<file path="src/rtl/wb_cmd_master.sv">
// wb_cmd_master: Wishbone B4 pipelined master; cmd_* valid/ready command stream in, rsp_* one-cycle response pulse out, wb_* master port to a pipelined slave.
module wb_cmd_master #(
  parameter int g_data_width      = 32,
  parameter int g_addr_width      = 32,
  parameter int g_max_outstanding = 4,
  parameter int g_timeout         = 1023
) (
  input  logic                      clk_sys_i,
  input  logic                      rst_n_i,
  input  logic                      cmd_valid_i,
  output logic                      cmd_ready_o,
  input  logic                      cmd_we_i,
  input  logic [g_addr_width-1:0]   cmd_adr_i,
  input  logic [g_data_width-1:0]   cmd_dat_i,
  input  logic [g_data_width/8-1:0] cmd_sel_i,
  input  logic                      cmd_last_i,
  output logic                      rsp_valid_o,
  output logic [g_data_width-1:0]   rsp_dat_o,
  output logic                      rsp_err_o,
  output logic                      rsp_timeout_o,
  output logic                      wb_cyc_o,
  output logic                      wb_stb_o,
  output logic                      wb_we_o,
  output logic [g_addr_width-1:0]   wb_adr_o,
  output logic [g_data_width-1:0]   wb_dat_o,
  output logic [g_data_width/8-1:0] wb_sel_o,
  input  logic [g_data_width-1:0]   wb_dat_i,
  input  logic                      wb_ack_i,
  input  logic                      wb_stall_i,
  input  logic                      wb_err_i,
  input  logic                      wb_rty_i
);
  localparam int SW = g_data_width / 8;
  localparam int TW = $clog2(g_timeout + 1);
  typedef enum logic [1:0] {IDLE, ACTIVE, DRAIN, ABORT} state_t;
  state_t state_q, state_d;
  logic cyc_q, cyc_d, stb_q, stb_d, we_q, we_d;
  logic [g_addr_width-1:0] adr_q, adr_d;
  logic [g_data_width-1:0] dat_q, dat_d, rsp_dat_q, rsp_dat_d;
  logic [SW-1:0] sel_q, sel_d;
  logic [3:0] inflight_q, inflight_d;
  logic [TW-1:0] tmo_q, tmo_d;
  logic rsp_valid_q, rsp_valid_d, rsp_err_q, rsp_err_d, rsp_tmo_q, rsp_tmo_d;
  logic busy, accept, term, tmo_hit, abort_rsp;

  always_comb begin
    busy        = state_q == ACTIVE || state_q == DRAIN;
    cmd_ready_o = rst_n_i && (state_q == IDLE || state_q == ACTIVE) && (!stb_q || !wb_stall_i)
                  && inflight_q < 4'(g_max_outstanding);
    accept      = cmd_valid_i && cmd_ready_o;
    tmo_hit     = busy && tmo_q == TW'(g_timeout);
    term        = busy && !tmo_hit && inflight_q != 4'd0 && (wb_ack_i || wb_err_i || wb_rty_i);
    abort_rsp   = tmo_hit || (state_q == ABORT && inflight_q != 4'd0);
    inflight_d  = inflight_q + 4'(accept) - 4'(term || abort_rsp);
    tmo_d       = (!busy || accept || term || tmo_hit) ? '0 : tmo_q + TW'(inflight_q != 4'd0);
    state_d     = tmo_hit                                        ? ABORT :
                  state_q == IDLE && accept                      ? (cmd_last_i ? DRAIN : ACTIVE) :
                  state_q == ACTIVE && accept && cmd_last_i      ? DRAIN :
                  state_q == DRAIN && inflight_d == 4'd0         ? IDLE :
                  state_q == ABORT && inflight_q <= 4'd1         ? IDLE : state_q;
    cyc_d       = state_d == ACTIVE || state_d == DRAIN;
    stb_d       = cyc_d && (accept || (stb_q && wb_stall_i));
    we_d        = accept ? cmd_we_i  : we_q;
    adr_d       = accept ? cmd_adr_i : adr_q;
    dat_d       = accept ? cmd_dat_i : dat_q;
    sel_d       = accept ? cmd_sel_i : sel_q;
    rsp_valid_d = term || abort_rsp;
    rsp_dat_d   = term ? wb_dat_i : '0;
    rsp_err_d   = abort_rsp || (term && (wb_err_i || wb_rty_i));
    rsp_tmo_d   = abort_rsp;
  end

  always_ff @(posedge clk_sys_i) begin
    if (!rst_n_i) begin
      state_q     <= IDLE;
      {cyc_q, stb_q, we_q, adr_q, dat_q, sel_q} <= '0;
      {inflight_q, tmo_q} <= '0;
      {rsp_valid_q, rsp_dat_q, rsp_err_q, rsp_tmo_q} <= '0;
    end else begin
      state_q     <= state_d;
      {cyc_q, stb_q, we_q, adr_q, dat_q, sel_q} <= {cyc_d, stb_d, we_d, adr_d, dat_d, sel_d};
      {inflight_q, tmo_q} <= {inflight_d, tmo_d};
      {rsp_valid_q, rsp_dat_q, rsp_err_q, rsp_tmo_q} <= {rsp_valid_d, rsp_dat_d, rsp_err_d, rsp_tmo_d};
    end
  end

  assign wb_cyc_o      = cyc_q;
  assign wb_stb_o      = stb_q;
  assign wb_we_o       = we_q;
  assign wb_adr_o      = adr_q;
  assign wb_dat_o      = dat_q;
  assign wb_sel_o      = sel_q;
  assign rsp_valid_o   = rsp_valid_q;
  assign rsp_dat_o     = rsp_dat_q;
  assign rsp_err_o     = rsp_err_q;
  assign rsp_timeout_o = rsp_tmo_q;
endmodule

</file>
<file path="config.mk">
export PLATFORM = sky130hd
export DESIGN_NAME = wb_cmd_master
export DESIGN_NICKNAME = d
export VERILOG_FILES = /design/src/rtl/wb_cmd_master.sv
export SDC_FILE = /design/constraint.sdc
export NUM_CORES = 1
export LEC_CHECK = 0
export CORE_MARGIN = 3
export CORE_UTILIZATION = 36
export DETAILED_ROUTE_END_ITERATION = 7
export PLACE_DENSITY = 0.76
export SETUP_SLACK_MARGIN = 0.3
export SLEW_MARGIN = 30
export SYNTH_ARGS = -nofsm -noshare
export SYNTH_HDL_FRONTEND = slang
export SYNTH_SLANG_ARGS = --single-unit
</file>
<file path="constraint.sdc">
create_clock -name clk_sys_i -period 3.2 [get_ports clk_sys_i]
set_clock_uncertainty 0.05 [all_clocks]
set_input_delay 0.32 -clock clk_sys_i [delete_from_list [all_inputs] [get_ports clk_sys_i]]
set_output_delay 0.32 -clock clk_sys_i [all_outputs]
set_load 0.02 [all_outputs]
</file>
Yosys cells after proc, flatten, opt, wreduce, memory -nomap -nowiden
Cells that the tools add are included.
- flip-flop bits (word level): 122
- output and inout bits: 107
- logic and storage cells: 71
- add/sub/neg operators: 3
- $lt $le $gt $ge: 2
- equal/unequal tests: 6
- multiplexer cells: 6
- bitwise operators: 1
- reduce and logical (&&, ||, !) cells: 40
- operators by type and width (operator ; number):
    logical AND 1 bit ; 17
    logical OR 1 bit ; 14
    two-way mux 2 bit ; 6
    adder 10 x 1 -> 10 bit ; 1
    == test 10 bit (second input constant) ; 1
    == test 2 bit (second input constant) ; 3
    adder 4 x 1 -> 4 bit ; 1
    == test 2 x 1 -> 1 bit (second input constant) ; 2
    <= comparator 4 x 1 -> 1 bit (second input constant) ; 1
    logical NOT 1 bit ; 4
    logical NOT 4 bit ; 1
    less-than comparator 4 x 3 -> 1 bit (second input constant) ; 1
    nonzero test 4 bit ; 1
    subtractor 4 x 1 -> 4 bit ; 1
    logical NOT 2 bit ; 1
    AND reduction 2 bit ; 1
    OR reduction 2 bit ; 1
    NOT 1 bit ; 1

Longest topological paths before layout
Gate-level depths: netlist (run 1).
- word-level depth: 18
- depth in mapped cells: 17
- gate-level depth less buffers: 15

Least setup slack after synthesis (run 1)
Ideal clock, no wire load.
- path type: reg2reg
- start point: register state_q[0]
- end point: register state_q[0]
- data arrival time: 3.469 ns
- setup slack: -0.451 ns
- cell stages (with the launch flop): 18
- clock period less this slack: 3.651 ns
- cells stage by stage: dfxtp_1 inv_1 ha_1 nor2_1 nor3_1 and2_1 buf_2 inv_2 clkbuf_1 ha_1 inv_1 ha_1 fa_1 xor2_1 nor4_1 mux2i_1 a311oi_1 a211oi_1
- elaborated cells on any way between the ends: 31
- classes of those cells: add/sub: 2; eq/ne: 3; mux: 5; reduce/logical: 21
- RTL lines (item ; RTL line ; source):
    start: declaration ; 36 ; state_t state_q, state_d;
    start signal: assignment ; 80 ; state_q <= state_d;
    == test 2 x 1 -> 1 bit / logical NOT 2 bit (equally long branches) ; 48 ; cmd_ready_o = rst_n_i && (state_q == IDLE || state_q == ACTIVE) && (!stb_q || !wb_stall_i)
    logical OR 1 bit (*) ; 48 ;
    logical AND 1 bit (*) (2 in a row) ; 48 ;
    logical AND 1 bit (*) ; 49 ; && inflight_q < 4'(g_max_outstanding);
    named net cmd_ready_o ; 11 ; output logic cmd_ready_o,
    logical AND 1 bit (*) ; 50 ; accept = cmd_valid_i && cmd_ready_o;
    adder 4 x 1 -> 4 bit ; 54 ; inflight_d = inflight_q + 4'(accept) - 4'(term || abort_rsp);
    subtractor 4 x 1 -> 4 bit ; 54 ;
    logical NOT 4 bit ; 59 ; state_q == DRAIN && inflight_d == 4'd0 ? IDLE :
    logical AND 1 bit ; 59 ;
    two-way mux 2 bit ; 59 ;
    two-way mux 2 bit ; 58 ; state_q == ACTIVE && accept && cmd_last_i ? DRAIN :
    two-way mux 2 bit (*) ; 57 ; state_q == IDLE && accept ? (cmd_last_i ? DRAIN : ACTIVE) :
    two-way mux 2 bit (*) ; 56 ; state_d = tmo_hit ? ABORT :
The timed path passes the listed nets; every way through them passes the cells marked *.
A chain may end at the register's enable or synchronous reset.

Final worst setup path (run 1)
- start point: register inflight_q[2]
- end point: register stb_q (netlist: wb_stb_o)
- word-level cells in the longest chain between the ends: 14
- elaborated cells on any way between the ends: 28
- classes of those cells: add/sub: 2; order compare: 2; eq/ne: 2; mux: 5; reduce/logical: 17
- ends and longest elaborated chain (item ; RTL line ; source):
    start: declaration ; 41 ; logic [3:0] inflight_q, inflight_d;
    start signal: assignment ; 82 ; {inflight_q, tmo_q} <= {inflight_d, tmo_d};
    nonzero test 4 bit (*) ; 52, 53 ;
    logical AND 1 bit, on equally long branches ; 52, 53 ;
    logical AND 1 bit / logical OR 1 bit (equally long branches) ; 52, 53 ;
    logical OR 1 bit (*) ; n/a ;
    named net rsp_valid_d ; 43 ; logic rsp_valid_q, rsp_valid_d, rsp_err_q, rsp_err_d, rsp_tmo_q, rsp_tmo_d;
    subtractor 4 x 1 -> 4 bit (*) ; 54 ;
    named net inflight_d[1] ; 41 ;
    logical NOT 4 bit (*) ; 59 ;
    logical AND 1 bit (*) ; 59 ;
    two-way mux 2 bit (*) ; 59 ;
    two-way mux 2 bit (*) ; 58 ;
    two-way mux 2 bit (*) ; 57 ;
    two-way mux 2 bit (*) ; 56 ;
    == test 2 x 1 -> 1 bit / == test 2 bit (equally long branches) ; 61 ; cyc_d = state_d == ACTIVE || state_d == DRAIN;
    logical OR 1 bit (*) ; 61 ;
    logical AND 1 bit (*) ; 62 ; stb_d = cyc_d && (accept || (stb_q && wb_stall_i));
    end signal: assignment ; 81 ; {cyc_q, stb_q, we_q, adr_q, dat_q, sel_q} <= {cyc_d, stb_d, we_d, adr_d, dat_d, sel_d};
    end: declaration ; 37 ; logic cyc_q, cyc_d, stb_q, stb_d, we_q, we_d;
Marks and branches as above.

==> impl_metrics.tcl, run 1 <==
set metrics [dict create \
    detail-route-antenna-nets 0 \
    startpoint "inflight_q[2]$_SDFF_PN0_" \
    status "finished, violations left" \
    path_clk_slew_ns 0.06 \
    yosysUniqueCellTypes 34 \
    syn_avg_cell_area_sq_um 8.83 \
    htree_num_levels 4 \
    grt_overflow 0 \
    coreArea_sq_um 11600 \
    drive_above_1_share_pct 12.3 \
    p_int_mw 3.83 \
    rsz0062_at_grt "true" \
    cts_buffer_depth 2 \
    r2r-start "inflight_q[2]$_SDFF_PN0_" \
    wl_per_cell_um 14.9 \
    worst_pin_slew_ns 0.848 \
    worstHoldStart "wb_dat_o[13]$_SDFFE_PN0P_" \
    reg2reg_to "wb_stb_o$_SDFF_PN0_" \
    grt_use_total_pct 19.3 \
    synth_cells 494 \
    vias 4116 \
    dp_hpwl_mm 9.18 \
    synthDominantCellAreaShare_pct 56.0 \
    seq_area_frac_synth_pct 56.0 \
    fin_crit_ns 3.33 \
    switching_power_mw 1.43 \
    mostFrequentLayoutCell "clkdlybuf4s50_1" \
    fmax_mhz 301 \
    grt_pass1_vias 4194 \
    drcViolationCount 0 \
    holdPathStages 2 \
    yosys_warnings 0 \
    path_class "flip-flop to flip-flop" \
    firstDrtPassIters 5 \
    swShare_pct 27.3 \
    grt_max_degree 74 \
    power_frac_seq_pct 33.1 \
    fin_nets 838 \
    area_growth_pct 72.6 \
    cts_tree "done" \
    gp_congestion 0.725 \
    place_ws_ns -0.247 \
    ir_worst_vdd_v 0.000378 \
    maxSlewHeadroom_pct 42.9 \
    clk-insertion-delay-late_ns 0.41 \
    rr_worst_depth 15 \
    holdCritPathClass "flip-flop to flip-flop" \
    post-route-util_pct 64.8 \
    die_h_um 116 \
    synth-seq-cells 122 \
    fin_crit_sh_pct 104 \
    start_util_pct 37.5 \
    p_leak_nw 2.76 \
    setup_viol 4 \
    pin_count 216 \
    hold_viol_final 0 \
    port_buffers 215 \
    fillCellCount 912 \
    hold_path_end "wb_dat_o[13]$_SDFFE_PN0P_" \
    p_comb_share_pct 27.1 \
    die_x_um 116 \
    grt_pass1_wl_mm 20.1 \
    slew_violations 0 \
    hold_slack_ns 0.402 \
    crit_path_end_kind "flip-flop" \
    cts_root_buf "clkbuf_16" \
    p_per_area_nw_per_um2 699 \
    die_area_sq_um 13500 \
    numCtsBuffers 17 \
    clock_power_share_pct 39.8 \
    synth.cell_area_sq_um 4360 \
    antenna_cells 0 \
    antenna_found_initial 0 \
    reg2reg_slack_ns -0.13 \
    crit_fanout 3 \
    cp-start-kind "flip-flop" \
    wirelength_mm 13.0 \
    initialDrtViolationCount 195 \
    worst_slack_ns -0.127 \
    num_rows 39 \
    drv_cap 0 \
    cp.arrival_ns 3.60 \
    crit_required_ns 3.47 \
    violations "setup timing" \
    mostFrequentLayoutCells "215 x clkdlybuf4s50_1, 145 x nand2_1, 119 x dfxtp_1" \
    cts_sinks 122 \
    yosys-top-cells-area "dfxtp_1 56%, nand2_1 12%, a21oi_1 8.6%" \
    synth_area_leader_cell "dfxtp_1" \
    syn-num-nets 615 \
    vias_per_cell 4.71 \
    postCtsHoldBufs 0 \
]
==> synth_stat cells <==
library cell / instances
nor3_1: 2
a311oi_1: 1
nor4_1: 3
or3b_4: 1
a21oi_1: 75
mux2i_1: 1
nor2_2: 9
nand4_2: 1
inv_1: 14
inv_2: 1
dfxtp_1: 122
buf_2: 8
buf_6: 1
a22o_2: 1
nand3_1: 5
o21ai_0: 2
nand2_1: 145
and4_4: 1
nor2_1: 9
or4_4: 2
fa_1: 1
a211oi_1: 2
nand2b_1: 2
o31a_1: 1
and2_1: 38
clkbuf_2: 3
clkbuf_1: 15
xnor2_1: 5
nand2b_4: 1
nand4_1: 3
ha_1: 11
a21o_1: 1
xor2_1: 6
nor2_4: 1
==> worst max path at each step <==
stage / slack [ns] / to / depth (start not counted)
after global routing: -0.26 / wb_stb_o$_SDFF_PN0_ / 16
after global placement: -0.08 / state_q[0]$_SDFF_PN0_ / 12
after detailed placement: -0.25 / state_q[0]$_SDFF_PN0_ / 12
after CTS: -0.08 / state_q[0]$_SDFF_PN0_ / 14
after floorplan: 0.04 / state_q[0]$_SDFF_PN0_ / 14
final: -0.13 / wb_stb_o$_SDFF_PN0_ / 15
==> what timing repair did <==
| action | in CTS | in global routing |
|---|---|---|
| setup endpoints to repair | 4 | 4 |
| hold endpoints to repair | 0 | 0 |
| pin swaps | 10 | 3 |
| gates resized for setup | 10 | 4 |
| buffers inserted | 6 | 3 |
==> registers in the layout (all words and copies together), names as in the netlist <==
signal	cells
wb_stb_o	1
rsp_timeout_o	1
wb_dat_o	32
wb_we_o	1
state_q	2
rsp_err_o	1
rsp_dat_o	32
rsp_valid_o	1
wb_adr_o	32
inflight_q	4
tmo_q	10
wb_sel_o	4
wb_cyc_o	1
==> routing by layer <==
layer	share of wire (%)	track usage, %	wire length [um]	up-vias
met1	40	21.0	5190	1864
met3	7.8	6.89	1020	32
li1	-	-	-	2036
met2	50	33.9	6470	184
met5	0	0	0	-
met4	2.6	7.97	339	0
==> logic make-up (layout without fill, tap and decap cells) <==
logic type,Yosys count,after routing,synth area share [%]
and+or+nand+nor,223,223,23.8
adders and majority gates,12,12,3.62
AOI/OAI and AO/OA,83,83,9.99
DFF,122,122,56.0
xor gates and xnor gates,11,11,2.21
buffers and inverters,42,278,4.10
muxes,1,1,0.230
==> through the flow <==
step | instances | total power [mW] | setup TNS [ns] | area (sq um)
floorplan | 494 | 2.47 | 0 | 4470
global placement | 832 | 2.96 | -0.0764 | 6710
detailed placement | 832 | 3.00 | -0.428 | 6710
CTS | 870 | 5.21 | -0.149 | 7470
global route | 873 | 5.53 | -0.873 | 7530
finish | 873 | 5.26 | -0.310 | 7530
==> power groups by stage <==
| stage | logic [mW] | clock network, mW | registers, mW |
|---|---|---|---|
| floorplan | 0.559 | 0 | 1.91 |
| global placement | 1.19 | 0 | 1.77 |
| detailed placement | 1.23 | 0 | 1.77 |
| CTS | 1.33 | 2.14 | 1.74 |
| global route | 1.55 | 2.22 | 1.76 |
| finish | 1.42 | 2.09 | 1.74 |
==> final cells by class <==
class,instances,area [sq um],share of cell area [%]
flip-flops and latches,122,2450,32.5
repair buffers,231,2270,30.2
multi-input cells,330,1900,25.3
inverters,15,61.3,0.815
well taps,143,179,2.38
clock inverters,11,190,2.53
clock buffers,21,470,6.25
==> critical path: stages, from the launching register on <==
cell and delay, ns:
dfxtp_2 0.31, inv_2 0.07, ha_4 0.13, or3b_4 0.38, o31a_1 0.13, nand2b_4 0.15, a22o_4 0.22, ha_4 0.26
inv_2 0.04, ha_4 0.15, fa_2 0.60, nor4_4 0.07, mux2i_2 0.23, buf_4 0.17, nand3_4 0.08, a211oi_2 0.20
Note: power is estimated with default switching activity, not from simulation.
==> run 2, diff against run 1 <==
--- a/config.mk
+++ b/config.mk
@@ -6,9 +6,9 @@
 export NUM_CORES = 1
 export LEC_CHECK = 0
 export CORE_MARGIN = 3
-export CORE_UTILIZATION = 36
+export CORE_UTILIZATION = 40
 export DETAILED_ROUTE_END_ITERATION = 7
-export PLACE_DENSITY = 0.76
+export PLACE_DENSITY = 0.8
 export SETUP_SLACK_MARGIN = 0.3
 export SLEW_MARGIN = 30
 export SYNTH_ARGS = -nofsm -noshare
==> constraint.sdc (replaced) <==
create_clock -name clk_sys_i -period 3.6 [get_ports clk_sys_i]
set_clock_uncertainty 0.05 [all_clocks]
set_input_delay 0.36 -clock clk_sys_i [delete_from_list [all_inputs] [get_ports clk_sys_i]]
set_output_delay 0.36 -clock clk_sys_i [all_outputs]
set_load 0.02 [all_outputs]
==> run 2 against run 1 <==
  * The flow now finishes without violations
  * Global-route usage rose by 1.9 points
  * Die area fell by 9.5%
  * Sequential cell count did not move
  * Non-clock buffer count fell by 4
  * Routed wire length rose by 3.2%
  * Largest power group unchanged
==> impl_metrics.tcl, run 2 (synthesis gave the netlist of run 1 again) <==
set metrics [dict create \
    maxSlewHeadroom_pct 29.6 \
    p_per_area_nw_per_um2 608 \
    dpl_cell_area_sq_um 6600 \
    cts_root_buf "clkbuf_8" \
    grt_pass1_vias 4054 \
    ir_worst_vdd_v 0.000298 \
    path_clk_slew_ns 0.06 \
    cp.arrival_ns 3.64 \
    dp_hpwl_mm 9.30 \
    antenna_found_initial 0 \
    path_buf_inv 2 \
    mostFrequentLayoutCell "clkdlybuf4s50_1" \
    grt_pass1_wl_mm 20.9 \
    crit_path_end_kind "flip-flop" \
    mostFrequentLayoutCells "215 x clkdlybuf4s50_1, 145 x nand2_1, 121 x dfxtp_1" \
    crit_slowest_cell "fa_2" \
    status "finished, final reports clean" \
    port_buffers 215 \
    fmax_mhz 300 \
    holdCritPathClass "input port to flip-flop" \
    vias 4151 \
    crit_required_ns 3.91 \
    drive_above_1_share_pct 11.2 \
    antenna_cells 0 \
    dp_cells 822 \
    slowest_delay_ns 0.47 \
    power_mw 4.49 \
    drcViolationCount 0 \
    grt_overflow 0 \
    rsz0062_at_grt "true" \
    area_growth_pct 69.3 \
    pin_count 216 \
    wirelength_mm 13.4 \
    cp-start-kind "flip-flop" \
    slew_violations 0 \
    cpMostUsedCell "ha_4" \
    multi_input_area_sq_um 1870 \
    setup_tns_ns 0 \
    crit_family "adder cells" \
    gp_congestion 0.847 \
    fin_area_sq_um 7380 \
    cts_buffer_depth 2 \
    wl_per_cell_um 15.6 \
    die_area_sq_um 12200 \
    regArea_sq_um 2440 \
    htree_num_levels 4 \
    grt_max_degree 74 \
    fillCellCount 755 \
    initialDrtViolationCount 190 \
    worst_pin_slew_ns 1.05 \
    vias_per_cell 4.82 \
    fin_nets 834 \
    fin_crit_sh_pct 92.5 \
    p_leak_nw 2.70 \
    num_rows 37 \
    final_cells 862 \
    numCtsBuffers 17 \
    setup_viol 0 \
    cts_sinks 122 \
    path_class "flip-flop to flip-flop" \
    die_x_um 110 \
    detail-route-antenna-nets 0 \
    die_h_um 110 \
    path_cells "inv_2, ha_4, or3b_4, o31a_1, nand2b_4, a22o_4, ha_4, inv_2, ha_4, fa_2, nor4_4, mux2i_2, a311oi_2, a211oi_1" \
    grt_use_total_pct 21.2 \
    fin_crit_ns 3.33 \
    drv_cap 0 \
    crit_fanout 3 \
    start_util_pct 41.7 \
    clk-insertion-delay-late_ns 0.51 \
    post-route-util_pct 70.6 \
    coreArea_sq_um 10500 \
    cts_tree "done" \
    firstDrtPassIters 4 \
    hold_viol_final 0 \
]
==> run 2: worst paths after layout <==
path | slack [ns] | startpoint | to | cells after the start
setup reg to reg | 0.27 | inflight_q[2]$_SDFF_PN0_ | state_q[0]$_SDFF_PN0_ | 14
setup / recovery | 0.27 | inflight_q[2]$_SDFF_PN0_ | state_q[0]$_SDFF_PN0_ | 14
hold reg to reg | 0.40 | wb_adr_o[19]$_SDFFE_PN0P_ | wb_adr_o[19]$_SDFFE_PN0P_ | 2
hold / removal | 0.35 | cmd_dat_i[0] | wb_dat_o[0]$_SDFFE_PN0P_ | 3
==> run 2: cell type report <==
class,count,share of cell area (%)
repair buffers,227,30.4
well taps,136,2.31
clock buffers,18,5.66
clock inverters,14,2.51
flip-flops and latches,122,33.1
inverters,15,0.763
multi-input cells,330,25.3
==> run 2: timing repair <==
action | in CTS | in global routing
buffers inserted | 7 | 1
resized for setup | 14 | 8
hold buffers | 0 | 0
setup endpoints to repair | 3 | 3
pin swaps | 8 | 3
==> run 2: metrics by stage <==
stage	setup slack, ns	hold slack, ns
after floorplan	0.307	0.410
after CTS	0.285	0.327
after global routing	0.179	0.344
after global placement	0.193	0.391
after detailed placement	0.0918	0.396
final	0.269	0.348
==> run 2: tightest hold or removal path: stages <==
cell and delay, ns:
clkdlybuf4s50_1 0.39, nand2_1 0.05, a21oi_1 0.05
==> run 2: power breakdown <==
part           leakage [nW]  internal (mW)  switching [mW]
Sequential            0.990           1.48          0.0627
Combinational          1.42          0.596           0.626
Clock                 0.291           1.07           0.647
==> run 2: metal layers <==
layer | share of wire [%] | vias to the layer above | track usage, %
li1 | - | 2031 | -
met1 | 39 | 1909 | 23.1
met2 | 51 | 177 | 37.6
met3 | 5.9 | 34 | 5.97
met4 | 3.2 | 0 | 10.1
met5 | 0 | - | 0
==> run 3, diff against run 2 <==
--- a/config.mk
+++ b/config.mk
@@ -5,10 +5,13 @@
 export SDC_FILE = /design/constraint.sdc
 export NUM_CORES = 1
 export LEC_CHECK = 0
+export CAP_MARGIN = 20
+export CELL_PAD_IN_SITES_DETAIL_PLACEMENT = 0
+export CELL_PAD_IN_SITES_GLOBAL_PLACEMENT = 1
 export CORE_MARGIN = 3
-export CORE_UTILIZATION = 40
+export CORE_UTILIZATION = 28
 export DETAILED_ROUTE_END_ITERATION = 7
-export PLACE_DENSITY = 0.8
+export PLACE_DENSITY_LB_ADDON = 0.1
 export SETUP_SLACK_MARGIN = 0.3
 export SLEW_MARGIN = 30
 export SYNTH_ARGS = -nofsm -noshare
==> run 3 against run 2 <==
  * Final cell count increased by 5.3%
  * Core utilization decreased by 21 points
  * Combinational power about the same
  * Critical path type unchanged
==> impl_metrics.tcl, run 3 (synthesis gave the netlist of run 1 again) <==
set metrics [dict create \
    firstDrtPassIters 4 \
    ir_worst_vdd_v 0.000312 \
    fmax_mhz 295 \
    hold_viol_final 0 \
    cp.arrival_ns 3.59 \
    htree_num_levels 4 \
    start_util_pct 29.3 \
    cts_sinks 122 \
    dp_hpwl_mm 9.18 \
    grt_overflow 0 \
    antenna_found_initial 0 \
    fin_crit_sh_pct 94.3 \
    crit_fanout 3 \
    worst_pin_slew_ns 0.795 \
    die_h_um 131 \
    vias 4038 \
    rsz0062_at_grt "true" \
    fin_crit_ns 3.39 \
    grt_use_total_pct 15.3 \
    drv_cap 0 \
    cts_tree "done" \
    path_clk_slew_ns 0.05 \
    die_area_sq_um 17100 \
    mostFrequentLayoutCells "215 x clkdlybuf4s50_1, 145 x nand2_1, 121 x dfxtp_1" \
    fin_area_sq_um 7390 \
    grt_max_degree 74 \
    numCtsBuffers 17 \
    grt_pass1_wl_mm 20.2 \
    num_rows 44 \
    maxSlewHeadroom_pct 47.0 \
    crit_required_ns 3.80 \
    drive_above_1_share_pct 10.2 \
    hold_slack_ns 0.400 \
    vias_per_cell 4.45 \
    cts_buffer_depth 2 \
    fillCellCount 1392 \
    clk-insertion-delay-late_ns 0.40 \
    path_class "flip-flop to flip-flop" \
    antenna_cells 0 \
    slew_violations 0 \
    fin_nets 833 \
    cts_root_buf "clkbuf_16" \
    die_x_um 131 \
    initialDrtViolationCount 170 \
    drcViolationCount 0 \
    coreArea_sq_um 14900 \
    p_leak_nw 2.70 \
    pin_count 216 \
    mostFrequentLayoutCell "clkdlybuf4s50_1" \
    dpl_cell_area_sq_um 6660 \
    p_per_area_nw_per_um2 598 \
    holdCritPathClass "flip-flop to flip-flop" \
    setup_viol 0 \
    status "finished, final reports clean" \
    gp_congestion 0.794 \
    area_growth_pct 69.5 \
    wl_per_cell_um 14.6 \
    cp-start-kind "flip-flop" \
    postCtsHoldBufs 0 \
    crit_path_end_kind "flip-flop" \
    wirelength_mm 13.3 \
    power_mw 4.42 \
    detail-route-antenna-nets 0 \
    grt_pass1_vias 3931 \
    port_buffers 215 \
]
[run 3: report_power, final]
part	switching (mW)	internal (mW)	total, mW
registers	0.0639	1.48	1.55
logic	0.628	0.595	1.22
clock network	0.570	1.08	1.65
total	1.26	3.16	4.42
[run 3: stage by stage]
| step | utilization, % | setup TNS, ns | setup slack (ns) | cells |
|---|---|---|---|---|
| 6_report | 49.7 | 0 | 0.206 | 908 |
| 5_1_grt | 49.7 | 0 | 0.0882 | 908 |
| 4_1_cts | 49.4 | 0 | 0.219 | 906 |
| 3_5_place_dp | 44.8 | -0.0546 | -0.0546 | 870 |
| 3_3_place_gp | 44.8 | 0 | 0.125 | 870 |
| 2_1_floorplan | - | 0 | 0.307 | 494 |
[run 3: layout make-up]
type,instances,area (sq um),area share (%)
flip-flops and latches,122,2440,33.1
repair buffers,226,2230,30.2
multi-input cells,330,1850,25.0
clock buffers,23,488,6.60
well taps,184,230,3.11
clock inverters,8,92.6,1.25
inverters,15,56.3,0.762
[run 3: path summary, 6_finish.rpt]
path / from / to / slack [ns] / depth (start not counted)
hold reg to reg: wb_dat_o[28]$_SDFFE_PN0P_ / wb_dat_o[28]$_SDFFE_PN0P_ / 0.40 / 2
setup reg to reg: inflight_q[2]$_SDFF_PN0_ / state_q[0]$_SDFF_PN0_ / 0.21 / 14
hold / removal: wb_dat_o[28]$_SDFFE_PN0P_ / wb_dat_o[28]$_SDFFE_PN0P_ / 0.40 / 2
setup / recovery: inflight_q[2]$_SDFF_PN0_ / state_q[0]$_SDFF_PN0_ / 0.21 / 14
[run 3: metal layers]
| metal | up-vias | part of all wire [%] | global-route usage, % |
|---|---|---|---|
| li1 | 2027 | - | - |
| met1 | 1811 | 43 | 17.7 |
| met2 | 175 | 44 | 24.0 |
| met3 | 25 | 10 | 7.56 |
| met4 | 0 | 2.6 | 6.47 |
| met5 | - | 0 | 0 |
[run 3: repair_timing]
action	CTS	global route
pin swaps	8	3
buffers inserted	5	2
setup endpoints to repair	4	4
gates resized for setup	14	4
[run 3: worst max-delay path, cell delays in order, from the launching register on]
cell      delay, ns
dfxtp_2        0.31
inv_2          0.06
ha_4           0.12
or3b_4         0.39
o31a_1         0.16
nand2b_4       0.16
a22o_4         0.23
ha_4           0.26
inv_2          0.03
ha_4           0.15
fa_2           0.50
nor4_4         0.28
mux2i_2        0.16
a311oi_1       0.30
a211oi_1       0.08
